[src/rtl/cnnip_mem_arbiter.sv]
// cnnip_mem_arbiter: two-requester arbiter for one CNN IP memory port.
// Requester 0 is the CNN controller and requester 1 is the host bus slave.
// Ownership is round-robin with a burst cap. Read data is routed back to the
// requester that issued it, RD_LAT cycles after the accepted read beat.
// Optional build macro CNNIP_ARB_PRIO_EN: fixed priority to requester 0
// (r0 keeps ownership while it requests, r1 is preempted at its burst cap).
module cnnip_mem_arbiter #(
  parameter int AW        = 16,
  parameter int DW        = 32,
  parameter int WEW       = 4,
  parameter int MAX_BURST = 16,
  parameter int RD_LAT    = 1
) (
  input  logic           clk_a,
  input  logic           arstz_aq,
  input  logic           r0_req,
  input  logic [WEW-1:0] r0_we,
  input  logic [AW-1:0]  r0_addr,
  input  logic [DW-1:0]  r0_din,
  output logic           r0_gnt,
  output logic           r0_rvalid,
  input  logic           r1_req,
  input  logic [WEW-1:0] r1_we,
  input  logic [AW-1:0]  r1_addr,
  input  logic [DW-1:0]  r1_din,
  output logic           r1_gnt,
  output logic           r1_rvalid,
  output logic [DW-1:0]  rdata,
  output logic           mem_en,
  output logic [WEW-1:0] mem_we,
  output logic [AW-1:0]  mem_addr,
  output logic [DW-1:0]  mem_din,
  input  logic [DW-1:0]  mem_dout,
  output logic [1:0]     owner
);

  localparam int CW = $clog2(MAX_BURST + 1);

`ifdef CNNIP_ARB_PRIO_EN
  localparam bit PRIO_EN = 1'b1;
`else
  localparam bit PRIO_EN = 1'b0;
`endif

  // Encodings double as the owner status output.
  typedef enum logic [1:0] {
    OWN_NONE = 2'b00,
    OWN_R0   = 2'b01,
    OWN_R1   = 2'b10
  } owner_e;

  owner_e        state_q, state_d;
  logic          ptr_q, ptr_d;         // last granted requester: 0 = r0, 1 = r1
  logic [CW-1:0] cnt_q, cnt_d;         // accepted beats of the current owner
  logic          beat;
  logic          cap_hit;
  logic [RD_LAT-1:0] tag_v_q;          // read-return pipe: valid per stage
  logic [RD_LAT-1:0] tag_id_q;         // read-return pipe: issuing requester

  assign r0_gnt  = (state_q == OWN_R0) && r0_req;
  assign r1_gnt  = (state_q == OWN_R1) && r1_req;
  assign beat    = r0_gnt | r1_gnt;
  assign cap_hit = beat && (cnt_q == CW'(MAX_BURST - 1));
  assign mem_en  = beat;
  assign owner   = state_q;
  assign rdata   = mem_dout;

  assign r0_rvalid = tag_v_q[RD_LAT-1] && !tag_id_q[RD_LAT-1];
  assign r1_rvalid = tag_v_q[RD_LAT-1] &&  tag_id_q[RD_LAT-1];

  // Ownership register, round-robin pointer and burst counter.
  // NOTE: sequential state uses non-blocking assignments so every flop samples
  // the values from before the edge, independent of block ordering.
  always_ff @(posedge clk_a or negedge arstz_aq) begin
    if (!arstz_aq) begin
      state_q <= OWN_NONE;
      ptr_q   <= 1'b1;
      cnt_q   <= '0;
    end else begin
      state_q <= state_d;
      ptr_q   <= ptr_d;
      cnt_q   <= cnt_d;
    end
  end

  // Next owner, pointer and beat count.
  // NOTE: every output of a combinational block gets a default first, so no
  // path through the case statement can leave it unassigned and infer a latch.
  always_comb begin
    state_d = state_q;
    ptr_d   = ptr_q;
    cnt_d   = cnt_q;
    if (beat) cnt_d = cap_hit ? '0 : cnt_q + CW'(1);
    unique case (state_q)
      OWN_NONE: begin
        if (r0_req && r1_req) state_d = (PRIO_EN || ptr_q) ? OWN_R0 : OWN_R1;
        else if (r0_req)      state_d = OWN_R0;
        else if (r1_req)      state_d = OWN_R1;
      end
      OWN_R0: begin
        if (!r0_req)                             state_d = r1_req ? OWN_R1 : OWN_NONE;
        else if (cap_hit && r1_req && !PRIO_EN)  state_d = OWN_R1;
      end
      OWN_R1: begin
        if (!r1_req)                  state_d = r0_req ? OWN_R0 : OWN_NONE;
        else if (cap_hit && r0_req)   state_d = OWN_R0;
      end
      default: state_d = OWN_NONE;
    endcase
    // Any change of owner restarts the burst and moves the pointer to the newcomer.
    if (state_d != state_q) begin
      cnt_d = '0;
      if (state_d == OWN_R0)      ptr_d = 1'b0;
      else if (state_d == OWN_R1) ptr_d = 1'b1;
    end
  end

  // Command mux: drive the granted requester's fields, zero otherwise.
  always_comb begin
    mem_we   = '0;
    mem_addr = '0;
    mem_din  = '0;
    if (r0_gnt) begin
      mem_we   = r0_we;
      mem_addr = r0_addr;
      mem_din  = r0_din;
    end else if (r1_gnt) begin
      mem_we   = r1_we;
      mem_addr = r1_addr;
      mem_din  = r1_din;
    end
  end

  // Read-return tag pipe: one tag per cycle, so in-flight reads survive owner switches.
  // NOTE: the pipe is reset on purpose so reads in flight at reset never
  // produce an rvalid afterwards.
  always_ff @(posedge clk_a or negedge arstz_aq) begin
    if (!arstz_aq) begin
      tag_v_q  <= '0;
      tag_id_q <= '0;
    end else begin
      tag_v_q[0]  <= beat && (mem_we == '0);
      tag_id_q[0] <= r1_gnt;
      for (int i = 1; i < RD_LAT; i++) begin
        tag_v_q[i]  <= tag_v_q[i-1];
        tag_id_q[i] <= tag_id_q[i-1];
      end
    end
  end

endmodule

[config.mk]
export PLATFORM = sky130hd
export DESIGN_NAME = cnnip_mem_arbiter
export DESIGN_NICKNAME = d
export VERILOG_FILES = /design/src/rtl/cnnip_mem_arbiter.sv
export SDC_FILE = /design/constraint.sdc
export NUM_CORES = 1
export LEC_CHECK = 0
export ABC_AREA = 1
export BUFFER_PORTS_ARGS = -buffer_cell sky130_fd_sc_hd__buf_2
export CORE_AREA = 2 2 89 91
export DETAILED_ROUTE_END_ITERATION = 12
export DIE_AREA = 0 0 91 93
export SLEW_MARGIN = 20
export SYNTH_ARGS = -nofsm -noshare
export SYNTH_HDL_FRONTEND = slang
export SYNTH_SLANG_ARGS = --single-unit
export TNS_END_PERCENT = 5
[constraint.sdc]
create_clock -name clk_a -period 3.5 [get_ports clk_a]
set_input_delay 0.7 -clock clk_a [delete_from_list [all_inputs] [get_ports clk_a]]
set_output_delay 0.7 -clock clk_a [all_outputs]
set_load 0.02 [all_outputs]
== Word-level counts from Yosys, hierarchy flattened ==
Index checks and enable logic that the tools add are counted.
Storage, ports and cells
  bits in registers: 10
  bits of input ports: 140
  output and inout port bits: 91
  word-level logic and storage cells: 50
Operators by class
  add/sub/neg operators: 1
  equality and inequality tests: 6
  multiplexer cells: 22
  bitwise gates (word level): 1
  reductions and logical operators: 15
Operator list (number)
  32-bit 2-to-1 mux: 2
  16-bit 2-to-1 mux: 2
  2-bit 2-to-1 mux: 9
  5-bit 2-to-1 mux: 3
  1-bit logical AND: 9
  4-bit 2-to-1 mux: 2
  2-bit one-hot mux with 3 select lines: 1
  5-bit by 1-bit adder with 5-bit output (second input constant): 1
  5-bit by 4-bit equality test with 1-bit output (second input constant): 1
  2-bit by 1-bit equality test with 1-bit output (second input constant): 2
  2-bit equality test (second input constant): 2
  4-bit logical NOT: 1
  2-bit nonzero test: 2
  1-bit 2-to-1 mux: 3
  2-bit logical NOT: 1
  2-bit inequality test: 1
  2-bit AND reduction: 1
  1-bit logical NOT: 1
  1-bit bitwise OR: 1

== Logic depth before layout (Yosys ltp) ==
  depth after elaboration: 11
  mapped depth: 13
  depth with buffers taken out: 13

== Worst setup path after synthesis ==
OpenSTA, ideal clock, no wires.
  path kind: input -> output
  from: input port r0_req
  to: output port mem_din[22]
  data arrival time: 1691 ps
  slack: 1109 ps
  stages on the path: 4
  path buffers: 1
  cell sequence: nand3_2 inv_2 buf_1 a22o_1
Between the ends
  word-level cells in the longest chain between the ends: 2
RTL lines
  start: declaration: line 16  | input logic r0_req,
  1-bit logical AND: line 60  | assign r0_gnt = (state_q == OWN_R0) && r0_req;
  net r0_gnt: line 20  | output logic r0_gnt,
  32-bit 2-to-1 mux: line 123  | if (r0_gnt) begin
  end: declaration: line 32  | output logic [DW-1:0] mem_din,
The timed path passes the listed nets, and every way through them passes these cells.

== Worst setup path in the final report ==
  from: input port r0_req
  to: output port mem_we[0]
Between the ends
  word-level cells in the longest chain between the ends: 2
RTL lines
  1-bit logical AND: line 60
  4-bit 2-to-1 mux: line 123
  end: declaration: line 30  | output logic [WEW-1:0] mem_we,
Every way passes these cells.

==> impl_results.md <==
* Primary FF master, synth: dfrtp_1
* First-pass GRT wire length at 7650 um
* Post-route DRC at 0
* Hold Worst Slack at ~320 ps
* CP required at approximately 2800 ps
* Routability cong. at 0.878
* Status: finished clean
* Synth warn at 0
* Remaining Overflow, GRT at 0
* Worst Reg-to-Reg Cells at 11
* Layout cells sized above 1 at 0.611
* Worst hold path class: input port to async pin
* Syn Nets at between 300 and 400
* Count leader, synth: a22o_1
* Cts hold-fix bufs at 0
* Register area at around 250 um2
* Clock sinks at 10
* Largest net degree at the start of global routing at 29
* ANT cells at 0
* Area delta synth->final at 55.1%
* Slowest library cell on the worst path: buf_4
* Crit share post-route at 0.807
* Final core utilization at 0.284
* Chip Width at approximately 91 um
* Setup tns final at 0 ps
* Crit-path cells: buf_2, nand3_2, inv_2, buf_4, a22o_1, buf_2
* I/O pins at between 200 and 250
* Vias in the first global route at 1549
* Placement Rows at 32
* Clock Latency Late Sink at 230 ps
* Largest area contributor in the netlist: a22o_1
* PD cells at approximately 600 mW/mm2
* Core Footprint at roughly 0.0075 mm2
* Resized cells post-CTS at 0
* Area of the multi-input gates at 793 um2
* Postcts setup bufs at 0
* Asr flop ratio synth at 1.00
* Sequential area share after synthesis at 0.183
* Drt via density at between 4 and 5
* RSZ-0062 raised after global routing: false
* CP most frequent cell: buf_2
* Fmax at between 300 and 400 MHz
* Mapped cell area at between 0.001 and 0.0015 mm2
* Post-synthesis cell type count at 25
* Area contributors post-synth: a22o_1 (33%), buf_4 (17%), dfrtp_1 (16%)
* Via count at roughly 1800
* Iter 0 DRT Violations at 55
* Max-Cap Viols at 0
* Post-Synthesis Cells at 176
* Post-DP HPWL at around 4700 um
* Crit path capture type: output port
* Final Max Slew Viols at 0
* Top post-synthesis cells by count: a22o_1 (52), buf_4 (32), nand2_1 (18), inv_1 (10), nor2_1 (10)
* ANT nets after route at 0
* Syn Area/Cell at about 8 um2
* Initial antenna violation count at 0
* Die ar. at between 0.008 and 0.009 mm2
* Worst Clk Skew at about 0.50 ps
* Worst vdd ir at roughly 250 uV
* GRT Total Usage at 0.113
* Die Y at about 93 um
* CP Class: input port to output port
* DRT Pass-1 Iters at 4
* Setup slack, reg-to-reg at around 1300 ps
* Leakage at about 1.3 nW
* Clock root buffer master: clkbuf_8
* Clock Pin Slew Worst Setup and Hold Paths at 50 ps
* Non-Filler Instances at between 400 and 500
* Slew headroom at 0.661
* PortBufs at 166
* CTS tree: done
* CP max stage delay at 390 ps
* Crit Path Max Fanout at 28
* Final number of hold-violating endpoints at 0
* Fillers at between 800 and 900
* Min Tclk post-route at approximately 2800 ps
* EDFF count, synth at 0
* Share of the synthesized area in the top cell type at 0.331
* Num CTS Buffers at 3
* Slew @ Worst Pin at around 510 ps
* Post-synthesis register bit count at 10
* Crit path DAT at approximately 2100 ps
* Finish-stage setup viols at 0
* DP Cell Count at ~400
* Tot Pwr at between 0.001 and 0.0015 W
* CP Launch Type: input port
* Effective utilization at floorplan at 0.183
* Drt wl/cell at about 13 um
* Nets at 449
* Clock Path Buffers at 2
* H-tree levels at 1
* WL final at 5470 um
-- where the power goes --
part	switching, W	leakage, nW	total, W	internal, W
clock	0.0000427	0.0288	0.000141	0.0000987
sequential	0.0000308	0.132	0.000183	0.000152
combinational	0.000587	1.11	0.000945	0.000359
-- final cells by class --
| cell class | instances | share of cell area |
|---|---|---|
| clock buffers | 4 | 0.0258 |
| flip-flops and latches | 10 | 0.118 |
| inverters | 13 | 0.0229 |
| well taps | 102 | 0.0598 |
| repair buffers | 168 | 0.402 |
| multi-input cells | 111 | 0.372 |
-- state kept, by name, summed over array words and instances (netlist names) --
name      count
cnt_q         5
owner         2
ptr_q         1
tag_id_q      1
tag_v_q       1
-- worst paths after layout --
check	start	end
worst max-delay path	r0_req	mem_we[0]
min in group clk_a	ptr_q$_DFFE_PN1P_	ptr_q$_DFFE_PN1P_
worst min register to register	ptr_q$_DFFE_PN1P_	ptr_q$_DFFE_PN1P_
max in group asynchronous	arstz_aq	ptr_q$_DFFE_PN1P_
worst min-delay path	arstz_aq	owner[0]$_DFF_PN0_
worst max register to register	owner[1]$_DFF_PN0_	ptr_q$_DFFE_PN1P_
-- worst max-delay path, delay by kind of cell --
kind / cells / cell delay (ps)
AO/OA/AOI/OAI: 1 / 210
buffers and inverters: 4 / 1070
AND/OR/NAND/NOR: 1 / 120
-- kinds of logic (layout without fill, tap and decap cells) --
kind of cell	after synthesis	after routing	share of synthesized area
buf+inv	55	185	0.241
flops	10	10	0.183
simple gates	48	48	0.186
xor+xnor	1	1	0.00636
compound gates	60	60	0.365
fa+ha+maj	2	2	0.0182
-- metal layers --
metal  global-route usage  part of all wire  routed length [um]  up-vias
met5                    0                 0                   0        -
met3               0.0314             0.093                 507        4
met1                0.132              0.38                2060      789
met2                0.209              0.52                2860      121
met4               0.0139            0.0068                  37        0
li1                     -                 -                   -      867
-- through the flow --
stage          setup slack, ps  instance area (um2)
2_1_floorplan             1110                 1380
3_3_place_gp               715                 2080
3_5_place_dp               645                 2080
4_1_cts                    645                 2130
5_1_grt                    542                 2130
6_report                   676                 2130
-- cell usage in the layout, fill, tap and decap left out, types with 2 or more instances in the layout --
cell        n
a21oi_2     2
nand3_2     4
nand3_1     5
clkbuf_8    4
a22o_1     52
inv_1      10
nor2_1     10
ha_1        2
nand2_2     2
inv_2       3
a21oi_1     5
nand2_1    18
nor3_1      3
buf_2     166
dfrtp_1     9
Note: power is estimated with default switching activity, not from simulation.
